### config.mk
export PLATFORM = sky130hd
export DESIGN_NAME = gpr_file_access_flat
export DESIGN_NICKNAME = d
export VERILOG_FILES = /design/src/rtl/gpr_file_access_if.sv /design/src/rtl/gpr_file_access.sv /design/src/flat_wrapper.sv
export SDC_FILE = /design/constraint.sdc
export NUM_CORES = 1
export LEC_CHECK = 0
export ABC_AREA = 1
export ABC_CLOCK_PERIOD_IN_PS = 22100
export BUFFER_PORTS_ARGS = -buffer_cell sky130_fd_sc_hd__buf_4
export CAP_MARGIN = 20
export CORE_MARGIN = 3
export CORE_UTILIZATION = 30
export DETAILED_ROUTE_END_ITERATION = 16
export PLACE_DENSITY_LB_ADDON = 0.1
export SYNTH_ARGS = -nofsm -noshare
export SYNTH_HDL_FRONTEND = slang
export SYNTH_SLANG_ARGS = --single-unit
### constraint.sdc
create_clock -name clock -period 22.1 [get_ports clock]
set_input_delay 3.315 -clock clock [delete_from_list [all_inputs] [get_ports clock]]
set_output_delay 3.315 -clock clock [all_outputs]
set_load 0.03 [all_outputs]
### src/rtl/gpr_file_access_if.sv
// Register operand access bus between decode/execute and the general
// register file.
//   read request : rd_valid/rd_ready handshake, rd_code/rd_w/
//                  rd_w_in_instruction/rd_size_32 select the operand
//   read response: rsp_valid/rsp_ready handshake carrying rsp_data
//   write port   : wr_valid strobe (no ready), wr_code/wr_w/
//                  wr_w_in_instruction/wr_size_32 select, wr_data payload
// master = requester (decode/execute), slave = register file.
interface gpr_file_access_if #(
  parameter int DATA_WIDTH = 32
);
  logic                  rd_valid;
  logic                  rd_ready;
  logic [2:0]            rd_code;
  logic                  rd_w;
  logic                  rd_w_in_instruction;
  logic                  rd_size_32;
  logic                  rsp_valid;
  logic                  rsp_ready;
  logic [DATA_WIDTH-1:0] rsp_data;
  logic                  wr_valid;
  logic [2:0]            wr_code;
  logic                  wr_w;
  logic                  wr_w_in_instruction;
  logic                  wr_size_32;
  logic [DATA_WIDTH-1:0] wr_data;

  modport master (
    output rd_valid, rd_code, rd_w, rd_w_in_instruction, rd_size_32,
    input  rd_ready,
    input  rsp_valid, rsp_data,
    output rsp_ready,
    output wr_valid, wr_code, wr_w, wr_w_in_instruction, wr_size_32, wr_data
  );

  modport slave (
    input  rd_valid, rd_code, rd_w, rd_w_in_instruction, rd_size_32,
    output rd_ready,
    output rsp_valid, rsp_data,
    input  rsp_ready,
    input  wr_valid, wr_code, wr_w, wr_w_in_instruction, wr_size_32, wr_data
  );
endinterface

### src/rtl/gpr_file_access.sv
// General register file (EAX..EDI) with x86 byte/word/dword lane aliasing.
// Ports:
//   clock - rising-edge clock
//   reset - asynchronous, active-high; EDX loads RESET_EDX, others clear
//   bus   - gpr_file_access_if.slave: one handshaked read port with a
//           1-deep registered response, one always-accepted write port
// A read on the same edge as a write sees the post-write register value,
// merged at lane granularity.
module gpr_file_access #(
  parameter int                    DATA_WIDTH = 32,
  parameter logic [DATA_WIDTH-1:0] RESET_EDX  = 32'h0000_0300
) (
  input  logic                 clock,
  input  logic                 reset,
  gpr_file_access_if.slave     bus
);

  typedef logic [7:0][DATA_WIDTH-1:0] regfile_t;

  typedef enum logic [1:0] {
    WIDTH_8  = 2'd0,
    WIDTH_16 = 2'd1,
    WIDTH_32 = 2'd2
  } width_e;

  // w is only meaningful when the opcode carries it; otherwise full width
  function automatic width_e decode_width(input logic w,
                                          input logic w_in_instruction,
                                          input logic size_32);
    logic w_eff;
    w_eff = w_in_instruction ? w : 1'b1;
    if (!w_eff) begin
      decode_width = WIDTH_8;
    end else if (size_32) begin
      decode_width = WIDTH_32;
    end else begin
      decode_width = WIDTH_16;
    end
  endfunction

  // Byte codes 4..7 alias bits [15:8] of registers 0..3 (AH, CH, DH, BH)
  function automatic logic [DATA_WIDTH-1:0] read_lane(input regfile_t   regs,
                                                      input logic [2:0] code,
                                                      input width_e     width);
    logic [2:0] byte_idx;
    byte_idx = {1'b0, code[1:0]};
    case (width)
      WIDTH_8: begin
        if (code[2]) begin
          read_lane = {{(DATA_WIDTH-8){1'b0}}, regs[byte_idx][15:8]};
        end else begin
          read_lane = {{(DATA_WIDTH-8){1'b0}}, regs[byte_idx][7:0]};
        end
      end
      WIDTH_16: read_lane = {{(DATA_WIDTH-16){1'b0}}, regs[code][15:0]};
      WIDTH_32: read_lane = regs[code];
      default:  read_lane = {DATA_WIDTH{1'b0}};
    endcase
  endfunction

  // Only the selected lane changes; every other bit is carried over
  function automatic regfile_t write_lane(input regfile_t              regs,
                                          input logic [2:0]            code,
                                          input width_e                width,
                                          input logic [DATA_WIDTH-1:0] data);
    regfile_t   result;
    logic [2:0] byte_idx;
    result   = regs;
    byte_idx = {1'b0, code[1:0]};
    case (width)
      WIDTH_8: begin
        if (code[2]) begin
          result[byte_idx][15:8] = data[7:0];
        end else begin
          result[byte_idx][7:0] = data[7:0];
        end
      end
      WIDTH_16: result[code][15:0] = data[15:0];
      WIDTH_32: result[code]       = data;
      default:  result             = regs;
    endcase
    write_lane = result;
  endfunction

  regfile_t              regs_r;
  regfile_t              regs_next_s;
  width_e                wr_width_s;
  width_e                rd_width_s;
  logic [DATA_WIDTH-1:0] rd_data_s;
  logic                  rd_accept_s;
  logic                  rsp_valid_r;
  logic [DATA_WIDTH-1:0] rsp_data_r;

  // Post-write register view: feeds both the register update and the read
  // mux, which is what gives the read its write-first bypass
  always_comb begin
    wr_width_s  = decode_width(bus.wr_w, bus.wr_w_in_instruction, bus.wr_size_32);
    rd_width_s  = decode_width(bus.rd_w, bus.rd_w_in_instruction, bus.rd_size_32);
    regs_next_s = regs_r;
    if (bus.wr_valid) begin
      regs_next_s = write_lane(regs_r, bus.wr_code, wr_width_s, bus.wr_data);
    end else begin
      regs_next_s = regs_r;
    end
    rd_data_s = read_lane(regs_next_s, bus.rd_code, rd_width_s);
  end

  // The response register is the only buffer, so a request can enter only
  // when it is empty or being drained on this edge
  assign bus.rd_ready  = ~rsp_valid_r | bus.rsp_ready;
  assign rd_accept_s   = bus.rd_valid & bus.rd_ready;
  assign bus.rsp_valid = rsp_valid_r;
  assign bus.rsp_data  = rsp_data_r;

  // Register array update
  always_ff @(posedge clock or posedge reset) begin
    if (reset) begin
      regs_r    <= '0;
      regs_r[2] <= RESET_EDX;
    end else begin
      regs_r <= regs_next_s;
    end
  end

  // Read response buffer: load on accept, clear on drain, otherwise hold
  always_ff @(posedge clock or posedge reset) begin
    if (reset) begin
      rsp_valid_r <= 1'b0;
      rsp_data_r  <= {DATA_WIDTH{1'b0}};
    end else if (rd_accept_s) begin
      rsp_valid_r <= 1'b1;
      rsp_data_r  <= rd_data_s;
    end else if (bus.rsp_ready) begin
      rsp_valid_r <= 1'b0;
      rsp_data_r  <= rsp_data_r;
    end else begin
      rsp_valid_r <= rsp_valid_r;
      rsp_data_r  <= rsp_data_r;
    end
  end

endmodule

### src/flat_wrapper.sv
// flat-port wrapper written by rule: the top's interface ports become plain ports
module gpr_file_access_flat 
#(
  parameter int                    DATA_WIDTH = 32,
  parameter logic [DATA_WIDTH-1:0] RESET_EDX  = 32'h0000_0300
)
  (clock, reset, bus_rd_valid, bus_rd_code, bus_rd_w, bus_rd_w_in_instruction, bus_rd_size_32, bus_rd_ready, bus_rsp_valid, bus_rsp_data, bus_rsp_ready, bus_wr_valid, bus_wr_code, bus_wr_w, bus_wr_w_in_instruction, bus_wr_size_32, bus_wr_data);
  gpr_file_access_if #(.DATA_WIDTH(DATA_WIDTH)) bus_i ();
  input  logic clock;
  input  logic reset;
  input wire logic [$bits(bus_i.rd_valid)-1:0] bus_rd_valid;
  input wire logic [$bits(bus_i.rd_code)-1:0] bus_rd_code;
  input wire logic [$bits(bus_i.rd_w)-1:0] bus_rd_w;
  input wire logic [$bits(bus_i.rd_w_in_instruction)-1:0] bus_rd_w_in_instruction;
  input wire logic [$bits(bus_i.rd_size_32)-1:0] bus_rd_size_32;
  output wire logic [$bits(bus_i.rd_ready)-1:0] bus_rd_ready;
  output wire logic [$bits(bus_i.rsp_valid)-1:0] bus_rsp_valid;
  output wire logic [$bits(bus_i.rsp_data)-1:0] bus_rsp_data;
  input wire logic [$bits(bus_i.rsp_ready)-1:0] bus_rsp_ready;
  input wire logic [$bits(bus_i.wr_valid)-1:0] bus_wr_valid;
  input wire logic [$bits(bus_i.wr_code)-1:0] bus_wr_code;
  input wire logic [$bits(bus_i.wr_w)-1:0] bus_wr_w;
  input wire logic [$bits(bus_i.wr_w_in_instruction)-1:0] bus_wr_w_in_instruction;
  input wire logic [$bits(bus_i.wr_size_32)-1:0] bus_wr_size_32;
  input wire logic [$bits(bus_i.wr_data)-1:0] bus_wr_data;
  assign bus_i.rd_valid = bus_rd_valid;
  assign bus_i.rd_code = bus_rd_code;
  assign bus_i.rd_w = bus_rd_w;
  assign bus_i.rd_w_in_instruction = bus_rd_w_in_instruction;
  assign bus_i.rd_size_32 = bus_rd_size_32;
  assign bus_rd_ready = bus_i.rd_ready;
  assign bus_rsp_valid = bus_i.rsp_valid;
  assign bus_rsp_data = bus_i.rsp_data;
  assign bus_i.rsp_ready = bus_rsp_ready;
  assign bus_i.wr_valid = bus_wr_valid;
  assign bus_i.wr_code = bus_wr_code;
  assign bus_i.wr_w = bus_wr_w;
  assign bus_i.wr_w_in_instruction = bus_wr_w_in_instruction;
  assign bus_i.wr_size_32 = bus_wr_size_32;
  assign bus_i.wr_data = bus_wr_data;
  gpr_file_access #(.DATA_WIDTH(DATA_WIDTH), .RESET_EDX(RESET_EDX)) u_core (.clock(clock), .reset(reset), .bus(bus_i));
endmodule
==> results.toml <==
[outcome]
status = "completed"

[global_route]
grt.total_usage = 0.206
grt_antenna_before_repair = 1
overflow = 0
grt_pass1_wl_um = 83400
grt_max_degree = 85
grt_pass1_vias = 13300

[synth]
synth_area_leaders = "dfrtp_1 48%, nand2_1 16%, nand3_1 12%, inv_1 5.1%, o21ai_0 3.6%"
synth_cell_type_count = 31
yosys.area.top_type_share = 0.479
synthTopCellsByCount = "647 x nand2_1, 371 x nand3_1, 287 x dfrtp_1"
ys_seq_area_frac = 0.482
ys_warn_count = 0
synth.most_common_cell = "nand2_1"
ys.flop_type = "dfrtp_1"
ys_async_sr_fraction = 1.00
yosysTopAreaCell = "dfrtp_1"
syn-cell-area_um2 = 15000
syn_inst = 2010
ys_ff_latch = 289
synth.avg_cell_area_um2 = 7.46
syn-num-nets = 2059
synth_edf_count = 0

[pwr]
power_switching_uw = 498
swShare = 0.302
power_density_nw_per_um2 = 95.1
pwr-share-seq = 0.410
pwr-share-clk = 0.390
p_total_uw = 1650
internal_power_uw = 1150
power_leakage_uw = 0.00877
peakVddDrop_uv = 42.5
combPwrFrac = 0.201

[sta]
relSlewSlack = 0.248
finalSetupTns_ns = 0
fmax_mhz = 142
grt_setup_unrepaired = "false"
period_share = 0.319
setup-violations-final = 0
period_needed_ns = 7.04
worst_pin_slew_ns = 1.13
maxSlewViolCount = 0
fin_hold_ws_ns = 0.466
finalHoldViolCount = 0
skew_ns = 0.0238

[clock_network]
cts.sinks = 289
clk-insertion-delay-late_ns = 0.55
htree_levels = 2
cts_root_buf = "clkbuf_16"
clk_pin_slew_ns = 0.06
cts_hold_buffers = 0
post_cts_buffers = 0
cts_tree = "yes"
cts_made_buffers = 37
cts_resized = 0
cts_buffer_depth = 3

[setup_path]
crit_slowest_cell = "buf_4"
cp_common_cell = "buf_4"
start_kind = "input pin"
path_cells = "buf_4 -> inv_1 -> nand2_1 -> buf_4"
critical_path_arrival_ns = 3.73
end_kind = "output port"
cpPeakStageDelay_ns = 0.18
cp.required_ns = 18.78
worstSetupPathType = "input pin to output port"
cp_max_fo = 3

[worst_hold_path]
hold_path.class = "flip-flop to flip-flop"

[place]
place_area_um2 = 16100
hpwl_um = 34000
port_buffers = 82
routabilityCongestion = 0.822

[drt]
routed_wl_um = 54200
ant_nets = 0
viasPerCell = 4.98
first_pass_iters = 6
vias = 13600
drc = 0
wl_per_cell_um = 19.9
drt-initial-drc-count = 1020

[floorplan]
floorplan.initialDensity = 0.305
io_pins = 83
rows = 81
fp.dieArea_um2 = 52700
dieWidth_um = 230
core_area_um2 = 49200
die_y_um = 230

[finish]
area_growth_pct = 15.7
finalInstanceArea_um2 = 17300
final_nets = 2087
layout-drive-gt1-share = 0.104

[run]
cap_violations = 0
[cell type report]
cell class | instances | area, um2
repair buffers | 99 | 743
clock inverters | 6 | 113
flip-flops and latches | 289 | 7230
multi-input cells | 1390 | 6410
inverters | 221 | 843
diodes | 1 | 2.50
fillers | 5238 | 31800
clock buffers | 59 | 1170
well taps | 664 | 831
[final timing paths]
kind / from / end / slack, ns / cells past startpoint
min in group asynchronous: reset / u_core.regs_r[117] / 2.86 / 2
hold reg to reg: u_core.regs_r[157] / u_core.regs_r[157] / 0.47 / 2
hold / removal: u_core.regs_r[157] / u_core.regs_r[157] / 0.47 / 2
setup / recovery: bus_rsp_ready / bus_rd_ready / 15.06 / 4
setup reg to reg: u_core.bus.rsp_valid / u_core.bus.rsp_data[22] / 19.89 / 6
max in group asynchronous: reset / u_core.regs_r[234] / 17.76 / 3
[critical path: cells and delay by family]
| kind | cells | cell delay, ns |
|---|---|---|
| buf+inv | 3 | 0.34 |
| simple gates | 1 | 0.08 |
[flip-flops by register name, summed over array words and instances, names as in the netlist]
register,cells
u_core.bus.rsp_data,32
u_core.regs_r,256
u_core.bus.rsp_valid,1
[cell families after synthesis]
| group | Yosys count | synth area share |
|---|---|---|
| AO/OA/AOI/OAI | 229 | 0.0918 |
| AND/OR/NAND/NOR | 1161 | 0.335 |
| flip-flops | 289 | 0.482 |
| buffers and inverters | 331 | 0.0910 |
[power groups by stage]
| stage | registers [uW] | logic, uW | clock network [uW] |
|---|---|---|---|
| CTS | 677 | 335 | 661 |
| finish | 676 | 331 | 643 |
| floorplan | 694 | 221 | 0 |
| global route | 687 | 380 | 680 |
| global placement | 684 | 329 | 0 |
| detailed placement | 685 | 333 | 0 |
[per-layer routing]
metal,vias to the layer above,track usage,wire length [um]
met5,-,0,0
met4,0,0.0594,1300
met3,77,0.0261,2280
met2,324,0.355,26400
met1,6628,0.273,24200
li1,6561,-,-
[placed cells by master (no fill, tap or decap), types with 28 or more instances in the layout]
cell	instances
inv_1	200
o21ai_0	109
nand2_1	647
nand3_1	371
o21ai_1	28
o211ai_1	70
clkbuf_16	39
dfrtp_1	287
nor2_1	87
buf_4	99
[through the flow]
stage,util,instances,setup WS (ns)
floorplan,-,2010,10.81
global placement,0.327,2663,15.06
detailed placement,0.327,2663,15.06
CTS,0.353,2728,15.06
global route,0.353,2728,15.02
finish,0.353,2729,15.06
Power figures use the tool's default switching activity.
